File: src/rtl/frog_bus_mem.sv
// -----------------------------------------------------------------------------
// frog_bus_mem
//   128 x 4-bit nibble memory sitting on a 7-bit multiplexed CPU bus, with a
//   host-side sequential preload port.
//
//   CPU side: a write is a strobe of at least two cycles. The first cycle
//   carries the address and the second carries the data nibble in
//   cpu_bus[3:0]. Any further strobe cycles are ignored. A one-cycle strobe
//   aborts without writing. Reads are combinational. cpu_data returns NOP
//   (4'h8) while a write strobe is high or while a preload is running.
//
//   Loader side: raising load_en starts a preload at address 0. Each
//   load_valid cycle stores load_nib and advances the pointer modulo 128.
//   CPU writes are suppressed while the preload runs.
//
//   Optional feature: define FROG_MEM_WRPROT_EN to make 7'h00-7'h3F
//   read-only to the CPU. Dropped writes set the sticky prot_hit flag.
//   Preload writes are not affected.
//
// Ports
//   clk        in   clock, all state on rising edge
//   rst_n      in   synchronous active-low reset
//   cpu_bus    in   [6:0] CPU address / write data
//   cpu_wcyc   in   CPU write-cycle strobe (0 = read)
//   cpu_data   out  [3:0] read nibble
//   load_en    in   preload mode enable
//   load_valid in   load_nib valid
//   load_nib   in   [3:0] preload nibble
//   load_ptr   out  [6:0] next preload address
//   load_wrap  out  sticky: preload pointer wrapped past 7'h7F
//   prot_hit   out  sticky: protected CPU write dropped (0 without macro)
// -----------------------------------------------------------------------------
module frog_bus_mem #(
  parameter int MEM_DEPTH = 128
) (
  input  logic       clk,
  input  logic       rst_n,
  input  logic [6:0] cpu_bus,
  input  logic       cpu_wcyc,
  output logic [3:0] cpu_data,
  input  logic       load_en,
  input  logic       load_valid,
  input  logic [3:0] load_nib,
  output logic [6:0] load_ptr,
  output logic       load_wrap,
  output logic       prot_hit
);

  localparam logic [3:0] NOP = 4'h8;

  typedef enum logic [1:0] {W_IDLE, W_ADDR, W_HOLD} wr_state_t;
  typedef enum logic       {L_IDLE, L_LOAD}         ld_state_t;

  wr_state_t  wr_state_reg, wr_state_next;
  logic [6:0] wr_addr_reg, wr_addr_next;
  ld_state_t  ld_state_reg, ld_state_next;
  logic [6:0] load_ptr_reg, load_ptr_next;
  logic       load_wrap_reg, load_wrap_next;

  logic       cpu_commit;   // write FSM reached its data cycle
  logic       prot_drop;    // ... but the target is protected
  logic       cpu_we;
  logic       ld_we;

  logic       mem_we;
  logic [6:0] mem_addr;
  logic [3:0] mem_wdata;
  logic [MEM_DEPTH-1:0] loc_we;

  // Every location resets to NOP, so storage is a flop array rather than RAM.
  logic [3:0] mem_reg [MEM_DEPTH];

  // ---------------------------------------------------------------------------
  // Write FSM
  // ---------------------------------------------------------------------------
  always_ff @(posedge clk) begin
    if (!rst_n) begin
      wr_state_reg <= W_IDLE;
      wr_addr_reg  <= 7'h00;
    end else begin
      wr_state_reg <= wr_state_next;
      wr_addr_reg  <= wr_addr_next;
    end
  end

  always_comb begin
    wr_state_next = wr_state_reg;
    wr_addr_next  = wr_addr_reg;
    cpu_commit    = 1'b0;
    if (ld_state_reg == L_LOAD) begin
      // A running preload owns the memory. The CPU write sequence restarts.
      wr_state_next = W_IDLE;
    end else begin
      case (wr_state_reg)
        W_IDLE: begin
          if (cpu_wcyc) begin
            wr_addr_next  = cpu_bus;
            wr_state_next = W_ADDR;
          end
        end
        W_ADDR: begin
          if (cpu_wcyc) begin
            cpu_commit    = 1'b1;
            wr_state_next = W_HOLD;
          end else begin
            wr_state_next = W_IDLE;
          end
        end
        W_HOLD: begin
          if (!cpu_wcyc) wr_state_next = W_IDLE;
        end
        default: wr_state_next = W_IDLE;
      endcase
    end
  end

`ifdef FROG_MEM_WRPROT_EN
  logic prot_hit_reg;

  // Lower half of the address space is read-only to the CPU.
  assign prot_drop = cpu_commit && !wr_addr_reg[6];

  always_ff @(posedge clk) begin
    if (!rst_n)         prot_hit_reg <= 1'b0;
    else if (prot_drop) prot_hit_reg <= 1'b1;
  end

  assign prot_hit = prot_hit_reg;
`else
  assign prot_drop = 1'b0;
  assign prot_hit  = 1'b0;
`endif

  assign cpu_we = cpu_commit && !prot_drop;

  // ---------------------------------------------------------------------------
  // Loader FSM
  // ---------------------------------------------------------------------------
  always_ff @(posedge clk) begin
    if (!rst_n) begin
      ld_state_reg  <= L_IDLE;
      load_ptr_reg  <= 7'h00;
      load_wrap_reg <= 1'b0;
    end else begin
      ld_state_reg  <= ld_state_next;
      load_ptr_reg  <= load_ptr_next;
      load_wrap_reg <= load_wrap_next;
    end
  end

  always_comb begin
    ld_state_next  = ld_state_reg;
    load_ptr_next  = load_ptr_reg;
    load_wrap_next = load_wrap_reg;
    ld_we          = 1'b0;
    case (ld_state_reg)
      L_IDLE: begin
        // load_valid in the entering cycle is deliberately ignored.
        if (load_en) begin
          ld_state_next  = L_LOAD;
          load_ptr_next  = 7'h00;
          load_wrap_next = 1'b0;
        end
      end
      L_LOAD: begin
        if (!load_en) begin
          ld_state_next = L_IDLE;
        end else if (load_valid) begin
          ld_we         = 1'b1;
          load_ptr_next = load_ptr_reg + 7'd1;
          if (load_ptr_reg == 7'h7F) load_wrap_next = 1'b1;
        end
      end
      default: ld_state_next = L_IDLE;
    endcase
  end

  assign load_ptr  = load_ptr_reg;
  assign load_wrap = load_wrap_reg;

  // ---------------------------------------------------------------------------
  // Storage. Loader and CPU writes are mutually exclusive because cpu_commit
  // is suppressed while the loader is in L_LOAD.
  // ---------------------------------------------------------------------------
  assign mem_we    = ld_we || cpu_we;
  assign mem_addr  = ld_we ? load_ptr_reg : wr_addr_reg;
  assign mem_wdata = ld_we ? load_nib     : cpu_bus[3:0];

  for (genvar gi = 0; gi < MEM_DEPTH; gi++) begin : g_loc_we
    assign loc_we[gi] = mem_we && (mem_addr == 7'(gi));
  end

  always_ff @(posedge clk) begin
    if (!rst_n) begin
      for (int i = 0; i < MEM_DEPTH; i++) mem_reg[i] <= NOP;
    end else begin
      for (int i = 0; i < MEM_DEPTH; i++) begin
        if (loc_we[i]) mem_reg[i] <= mem_wdata;
      end
    end
  end

  assign cpu_data = (cpu_wcyc || (ld_state_reg == L_LOAD)) ? NOP : mem_reg[cpu_bus];

endmodule

File: config.mk
export PLATFORM = sky130hd
export DESIGN_NAME = frog_bus_mem
export DESIGN_NICKNAME = d
export VERILOG_FILES = /design/src/rtl/frog_bus_mem.sv
export SDC_FILE = /design/constraint.sdc
export NUM_CORES = 1
export LEC_CHECK = 0
export CAP_MARGIN = 20
export CELL_PAD_IN_SITES_DETAIL_PLACEMENT = 1
export CELL_PAD_IN_SITES_GLOBAL_PLACEMENT = 1
export CORE_UTILIZATION = 38
export DETAILED_ROUTE_END_ITERATION = 8
export DONT_BUFFER_PORTS = 1
export PLACE_DENSITY_LB_ADDON = 0.1
export SLEW_MARGIN = 10
export SYNTH_ARGS = -nofsm -noshare
export SYNTH_HDL_FRONTEND = slang
export SYNTH_SLANG_ARGS = --single-unit
File: constraint.sdc
create_clock -name clk -period 4.45 [get_ports clk]
set_input_delay 0.445 -clock clk [delete_from_list [all_inputs] [get_ports clk]]
set_output_delay 0.445 -clock clk [all_outputs]
set_load 0.05 [all_outputs]
==> run metrics, run 1 <==
crit path max fanout 1; CTS buffer count 58; worst reg-to-reg setup slack 1.34 ns; Hold Violations, Final 0; Worst-Margin Slew 1.054 ns; Avg Inst Size Synth 14.26 um^2; Final min period 3.813 ns; FP Rows 90; Max-Cap Viols 0; YS warnings 0; # DRC 0; WP buf/inv 0; sequential share of the synthesized area 0.6709; CP Capture Type primary output; fin. max-slew vios 0; largest area contributor in the netlist edfxtp_1; uppermost routed layer met5; Final GP Congestion 0.7860; number of flip-flops in the largest register 512; Req. time, crit path 4.01 ns; Die Y 250.4 um; DP HPWL 41750 um; CP cell instances mux4_2, nor2b_1, a211oi_1, a211o_1, a311oi_1, or4_1; metal2 WL 30860 um; clk_lat worst skew 0.62 ns; CP top delay family simple AND/OR/NAND/NOR gates; CTS tree done; max incr delay on CP 0.80 ns; fraction of registers with async set or reset after synthesis 0; Max VDD drop 0.3177 mV; gr usage total 0.2181; grt ovf 0; Final nets 1635; clock skew 0.01363 ns; DRT antenna net count 0; pin count of the biggest net entering global routing 146; vias in the first global route 14490; Synth Flop Type edfxtp_1; initial antenna violation count 5; clk sinks 530; share of cells above drive strength 1 0.1416; Synthesized Nets 1662; die span in x 250.4 um; RSZ-0062 raised after global routing false; synthesized area 23450 um^2; drt initial violations 1066; crit path launch type flop; leakage 8.521 nW; H-tree Lvls 2; via count 13970; crit share post-route 0.8568; IO buf count 0; Hold WC Path Type in -> reg; most frequent cells after synthesis edfxtp_1, nor2_1, nand2_1; Relative slew margins 0.2974; top-count cell post-synth edfxtp_1; post-route cell area 25960 um^2; footprint of the multi-input gates 7137 um^2; Worst-path clk slew 0.06 ns; Max clock buf depth 3; num ports 29; vias per cell 5.705; Placed Area 24100 um^2; wl on met1 31690 um; endpoints failing setup 0; Fin Hold WS 0.02165 ns; pwr/cell area 427.7 nW/um^2; Starting Density 0.3864; Register Area 15740 um^2; share of the synthesized area in the top cell type 0.6555; Cells after Synth 1645; crit path DAT 3.37 ns; Final Util 0.4277; max frequency 0.2623 GHz; distinct cell type count after synthesis 60; Fill cells 6041; Pwr Total 0.01110 W; Slowest-stage cell, CP or4_1; DR WL met3 3885 um; status complete, no violations; Post-Route WL 67720 um; wire per inst 27.65 um; largest cells by area after synthesis edfxtp_1, mux4_2, mux2i_1; CTS Root Cell clkbuf_16; Yosys reg bits 530; Core Region 60700 um^2; number of flops mapped to enable cells by yosys 512; first-pass GRT wire length 99900 um; Area Growth Syn to Fin 10.69%; Total Neg Setup Slack 0 ns; crit path kind reg -> out; DRT Pass-1 Iters 5; die area 62720 um^2; # diodes 0
[metal layers]
metal,up-vias,GRT usage
li1,6191,-
met1,7350,0.3204
met2,333,0.3344
met3,92,0.04271
met4,6,0.04926
met5,-,0
[final cells by class]
cell class | instances | area share
Sequential cell | 530 | 0.6061
Clock inverter | 31 | 0.008916
Multi-Input combinational cell | 984 | 0.2749
Tap cell | 782 | 0.03769
Timing Repair Buffer | 35 | 0.01108
Inverter | 9 | 0.001301
Clock buffer | 78 | 0.06000
[cell families after synthesis]
| logic type | count (synthesis) | synth area share |
|---|---|---|
| AND/OR/NAND/NOR | 592 | 0.1123 |
| flip-flops | 530 | 0.6709 |
| multiplexers | 202 | 0.1409 |
| AO/OA/AOI/OAI | 186 | 0.04871 |
| buffers and inverters | 131 | 0.02577 |
| XOR/XNOR | 2 | 0.0007470 |
| adder cells (fa/ha/maj) | 1 | 0.0005334 |
| other | 1 | 0.0001599 |
[layout by cell type, fill, tap and decap left out, drive strengths merged, types with 4 or more instances in the layout]
cell type | Yosys | layout
nor3 | 17 | 17
or3 | 22 | 22
nand2b | 6 | 6
edfxtp | 512 | 512
and2 | 5 | 5
a2111oi | 5 | 5
a21oi | 28 | 28
buf | 56 | 28
mux2 | 5 | 5
mux2i | 95 | 95
and3 | 5 | 5
nand3 | 89 | 89
inv | 8 | 7
nor2 | 220 | 220
o22ai | 26 | 26
a31oi | 4 | 4
clkbuf | 66 | 78
or2 | 9 | 9
clkinv | 1 | 30
o21ai | 83 | 83
a22oi | 6 | 6
nor2b | 32 | 32
dfxtp | 18 | 18
nand4 | 9 | 9
a21o | 15 | 15
dlygate4sd3 | 0 | 7
mux4 | 102 | 102
nand2 | 167 | 167
[per-stage QoR]
step	setup slack, ns	cells
after CTS	0.6518	2449
after floorplan	1.346	1645
final	0.6372	2449
after detailed placement	1.190	2333
after global placement	1.219	2331
after global routing	0.5958	2449
[timing repair]
action / in CTS / in global routing
hold buffers: 7 / 0
endpoints found under the hold margin: 10 / 0
buffers inserted: 0 / 0
gates resized for setup: 0 / 0
[path summary, 6_finish.rpt]
path,from,endpoint,cells after the start
worst max-delay path,mem_reg[70][3]$_DFFE_PP_,cpu_data[3],6
worst min-delay path,cpu_bus[2],wr_addr_reg[2]$_SDFFE_PN0P_,2
worst max register to register,ld_state_reg$_SDFF_PN0_,mem_reg[4][2]$_SDFFCE_PN0P_,6
worst min register to register,wr_addr_reg[4]$_SDFFE_PN0P_,wr_addr_reg[4]$_SDFFE_PN0P_,2
[where the power goes]
| part | internal [W] | switching, W | total, W |
|---|---|---|---|
| Clock | 0.00262 | 0.00202 | 0.00464 |
| Sequential | 0.00569 | 0.0000669 | 0.00576 |
| Combinational | 0.000254 | 0.000452 | 0.000706 |
(Power assumes the default switching activity.)
==> inputs of run 2 (changes only) <==
Settings changed: CORE_ASPECT_RATIO set to 1.5.
==> run metrics, run 2 (synthesis results as in run 1) <==
H-tree Lvls 2 (unchanged); Hold WC Path Type in -> reg (unchanged); Req. time, crit path 4.01 ns (about the same); reg2reg start load_ptr[2]$_SDFFE_PN0P_ (was ld_state_reg$_SDFF_PN0_); Fill cells 6158 (was 6041); Post-Route WL 68560 um (was 67720 um); Fin Hold WS 0.03453 ns (was 0.02165 ns); crit path launch type flop (unchanged); commonest cells after routing, fill and taps aside edfxtp_1, nor2_1, nand2_1 (unchanged); crit path max fanout 1 (unchanged); Final GP Congestion 0.8068 (was 0.7860); IO buf count 0 (unchanged); DRT antenna net count 0 (unchanged); grt ovf 0 (unchanged); first-pass GRT wire length 101700 um (was 99900 um); Critical Path Most Common Cell mux4_2; Final nets 1636 (was 1635); Worst-path clk slew 0.06 ns (about the same); via count 13750 (was 13970); DP HPWL 44810 um (was 41750 um); CP top delay family multiplexers (was simple AND/OR/NAND/NOR gates); initial antenna violation count 0 (was 5); pin count of the biggest net entering global routing 146 (unchanged); leakage 8.484 nW (was 8.521 nW); min-delay src cpu_wcyc (was cpu_bus[2]); clk sinks 530 (unchanged); die area 62740 um^2 (was 62720 um^2); Max clock buf depth 3 (unchanged); Core Region 61110 um^2 (was 60700 um^2); # diodes 0 (unchanged); clk_lat worst skew 0.60 ns (was 0.62 ns); Final Util 0.4228 (was 0.4277); CTS buffer count 52 (was 58); Hold Violations, Final 0 (unchanged); commonest non-fill, non-tap cell in the layout edfxtp_1 (unchanged); Relative slew margins 0.3296 (was 0.2974); crit path kind reg -> out (unchanged); vias per cell 5.620 (was 5.705); wire per inst 28.02 um (was 27.65 um); # DRC 0 (unchanged); endpoints failing setup 0 (unchanged); CTS tree done (unchanged); footprint of the multi-input gates 7137 um^2 (unchanged); FP Rows 111 (was 90); status complete, no violations (unchanged); clock skew 0.02290 ns (was 0.01363 ns); Register Area 15740 um^2 (unchanged); vias in the first global route 14870 (was 14490); Area Growth Syn to Fin 10.16% (was 10.69%); die span in x 204.8 um (was 250.4 um); Total Neg Setup Slack 0 ns (unchanged); drt initial violations 983 (was 1066); max incr delay on CP 0.52 ns (was 0.80 ns); CP cell instances mux4_2, mux4_2, or3_1, o21ai_0, o211ai_1, buf_4 (was mux4_2, nor2b_1, a211oi_1, a211o_1, a311oi_1, or4_1); Slowest-stage cell, CP mux4_2 (was or4_1); share of cells above drive strength 1 0.1479 (was 0.1416); Starting Density 0.3838 (was 0.3864); crit path from mem_reg[65][2]$_SDFFCE_PN0P_ (was mem_reg[70][3]$_DFFE_PP_); num ports 29 (unchanged); crit share post-route 0.8274 (was 0.8568); max frequency 0.2716 GHz (was 0.2623 GHz); gr usage total 0.2251 (was 0.2181); CP Capture Type primary output (unchanged); Die Y 306.3 um (was 250.4 um); crit path DAT 3.24 ns (was 3.37 ns); WP buf/inv 1 (was 0); RSZ-0062 raised after global routing false (unchanged); Max-Cap Viols 0 (unchanged); number of flip-flops in the largest register 512 (unchanged); DRT Pass-1 Iters 5 (unchanged); CTS Root Cell clkbuf_16 (unchanged); fin. max-slew vios 0 (unchanged); Worst-Margin Slew 0.9950 ns (was 1.054 ns); Max VDD drop 0.2256 mV (was 0.3177 mV); pwr/cell area 416.4 nW/um^2 (was 427.7 nW/um^2); Final min period 3.682 ns (was 3.813 ns); post-CTS sizing 0 (unchanged)
run 2: path summary, 6_finish.rpt:
kind | cells past startpoint | end | slack [ns]
min | 1 | wr_state_reg[1]$_SDFFE_PP0P_ | 0.03
min reg2reg | 2 | wr_addr_reg[4]$_SDFFE_PN0P_ | 0.54
max reg2reg | 4 | mem_reg[127][0]$_DFFE_PP_ | 1.28
max | 6 | cpu_data[2] | 0.77
run 2: timing repair:
item                      4_1_cts  5_1_grt
setup buffers                   0        0
hold buffers                    3        0
hold endpoints to repair       13        0
run 2: per-stage QoR:
stage	power, W	cell area (um^2)	setup slack, ns	cells
floorplan	0.006391	23450	1.346	1645
global placement	0.006569	24200	1.101	2353
detailed placement	0.006589	24200	1.016	2353
CTS	0.01088	25840	0.6960	2447
global route	0.01107	25840	0.6966	2447
finish	0.01076	25840	0.7681	2447
run 2: routing by layer:
metal / share of wire / GRT usage / up-vias
met1: 0.39 / 0.2623 / 7196
met5: 0 / 0 / -
met4: 0.033 / 0.07567 / 0
li1: - / - / 6201
met2: 0.55 / 0.4206 / 246
met3: 0.028 / 0.02668 / 108
run 2: area by class of cell:
type / instances / area share
clock inverter: 32 / 0.009976
timing repair buffer: 42 / 0.01298
sequential: 530 / 0.6090
clock buffer: 59 / 0.05220
multi-input combinational: 984 / 0.2762
inverter: 9 / 0.001308
tap: 791 / 0.03831
run 2: where the power goes:
part	switching, W	total (W)	internal (W)
Sequential	0.0000661	0.00576	0.00569
Clock	0.00190	0.00429	0.00240
Combinational	0.000452	0.000708	0.000256
==> inputs of run 3 (changes only) <==
Clock period 4.45 ns to 3.44 ns, I/O delays scaled along.
==> run metrics, run 3 (synthesis results as in run 1) <==
status complete, no violations (unchanged); Max clock buf depth 3 (unchanged); first-pass GRT wire length 102300 um (was 101700 um); max frequency 0.2926 GHz; vias in the first global route 15100 (was 14870); post-route cell area 26450 um^2 (was 25840 um^2); Max-Cap Viols 0 (unchanged); DP HPWL 44810 um (about the same); Fill cells 6107 (was 6158); CTS buffer count 52 (unchanged); wire per inst 27.81 um (was 28.02 um); Req. time, crit path 3.10 ns (was 4.01 ns); IO buf count 0 (unchanged); crit share post-route 0.9935; vias per cell 5.598 (was 5.620); Worst-Margin Slew 1.045 ns (was 0.9950 ns); crit path kind reg -> out (unchanged); Die Y 306.3 um (unchanged); Post-Route WL 69700 um (was 68560 um); Final Util 0.4329 (was 0.4228); Final nets 1693 (was 1636); worst reg-to-reg setup slack 0.50 ns (was 1.28 ns); via count 14030 (was 13750); share of cells above drive strength 1 0.1755 (was 0.1479); clock skew 0.01273 ns (was 0.02290 ns); leakage 8.811 nW (was 8.484 nW); CP Capture Type primary output (unchanged); commonest non-fill, non-tap cell in the layout edfxtp_1 (unchanged); die area 62740 um^2 (unchanged); Placed Area 24580 um^2 (was 24200 um^2); clk sinks 530 (unchanged); CTS tree done (unchanged); Area Growth Syn to Fin 12.78% (was 10.16%); RSZ-0062 raised after global routing false (unchanged); Core Region 61110 um^2 (unchanged); # diodes 0 (unchanged); Hold Violations, Final 0 (unchanged); die span in x 204.8 um (unchanged); CTS Root Cell clkbuf_16 (unchanged); Final GP Congestion 0.8303 (was 0.8068); Hold WC Path Type in -> reg (unchanged); pwr/cell area 539.6 nW/um^2 (was 416.4 nW/um^2); gr usage total 0.2269 (was 0.2251); FP Rows 111 (unchanged); clk_lat worst skew 0.60 ns (about the same); Relative slew margins 0.3034 (was 0.3296); # DRC 0 (unchanged); endpoints failing setup 0 (unchanged); H-tree Lvls 2 (unchanged); drt initial violations 915 (was 983); Worst-path clk slew 0.06 ns (about the same); crit path launch type flop (unchanged); crit path max fanout 1 (unchanged); commonest cells after routing, fill and taps aside edfxtp_1, nor2_1, nand2_1 (unchanged); Max VDD drop 0.3306 mV (was 0.2256 mV); num ports 29 (unchanged); crit path DAT 3.07 ns (was 3.24 ns); initial antenna violation count 2 (was 0); grt ovf 0 (unchanged); pin count of the biggest net entering global routing 146 (unchanged); Starting Density 0.3838 (unchanged); number of flip-flops in the largest register 512 (unchanged); fin. max-slew vios 0 (unchanged); DRT Pass-1 Iters 4 (was 5); DRT antenna net count 0 (unchanged); buffer count from post-CTS setup fixing 0 (unchanged); Final min period 3.418 ns
-- run 3: worst paths after layout --
| check | end | start | cells past startpoint |
|---|---|---|---|
| setup / recovery | cpu_data[1] | mem_reg[87][1]$_DFFE_PP_ | 6 |
| hold / removal | mem_reg[26][3]$_SDFFCE_PN1P_ | rst_n | 1 |
| setup reg to reg | mem_reg[113][0]$_DFFE_PP_ | ld_state_reg$_SDFF_PN0_ | 6 |
| hold reg to reg | wr_addr_reg[4]$_SDFFE_PN0P_ | wr_addr_reg[4]$_SDFFE_PN0P_ | 2 |
-- run 3: final cells by class --
| type | count | area, um^2 | share of cell area |
|---|---|---|---|
| multi-input cells | 984 | 7186 | 0.2717 |
| clock inverters | 33 | 340.3 | 0.01287 |
| inverters | 9 | 33.78 | 0.001277 |
| well taps | 791 | 989.7 | 0.03742 |
| flip-flops and latches | 530 | 15740 | 0.5949 |
| clock buffers | 60 | 1353 | 0.05113 |
| repair buffers | 99 | 814.5 | 0.03079 |
-- run 3: repair_timing --
| item | CTS | global route |
|---|---|---|
| hold buffers | 12 | 1 |
| gates resized for setup | 13 | 1 |
| endpoints found under the hold margin | 19 | 2 |
| pin swaps | 5 | 3 |
| setup endpoints to repair | 3 | 1 |
-- run 3: power by group --
group          switching (W)  internal [W]
Clock                0.00250       0.00333
Sequential         0.0000834       0.00736
Combinational       0.000618      0.000378
-- run 3: routing by layer --
| metal | routed length (um) | global-route usage |
|---|---|---|
| met1 | 26410 | 0.2556 |
| met2 | 39110 | 0.4339 |
| met3 | 2202 | 0.03072 |
| met4 | 1951 | 0.06942 |
| met5 | 28 | 0 |
-- run 3: per-stage QoR --
stage / setup TNS [ns] / power [W] / hold slack, ns / std cells / worst slack [ns]
after floorplan: 0 / 0.008267 / 0.4819 / 1645 / 0.5244
after global placement: 0 / 0.008542 / 0.4760 / 2399 / 0.3550
after detailed placement: 0 / 0.008568 / 0.4730 / 2400 / 0.3941
after CTS: -0.03068 / 0.01442 / 0.003235 / 2505 / -0.01704
after global routing: 0 / 0.01469 / 0.02519 / 2506 / 0.01999
final: 0 / 0.01427 / 0.04506 / 2506 / 0.02236
-- run 3: critical path: stages (launching register included) --
cell and delay (ns):
edfxtp_1 0.37, mux4_2 0.53, mux4_2 0.47, or3_1 0.34, o21ai_2 0.10, o211ai_1 0.33, buf_4 0.33
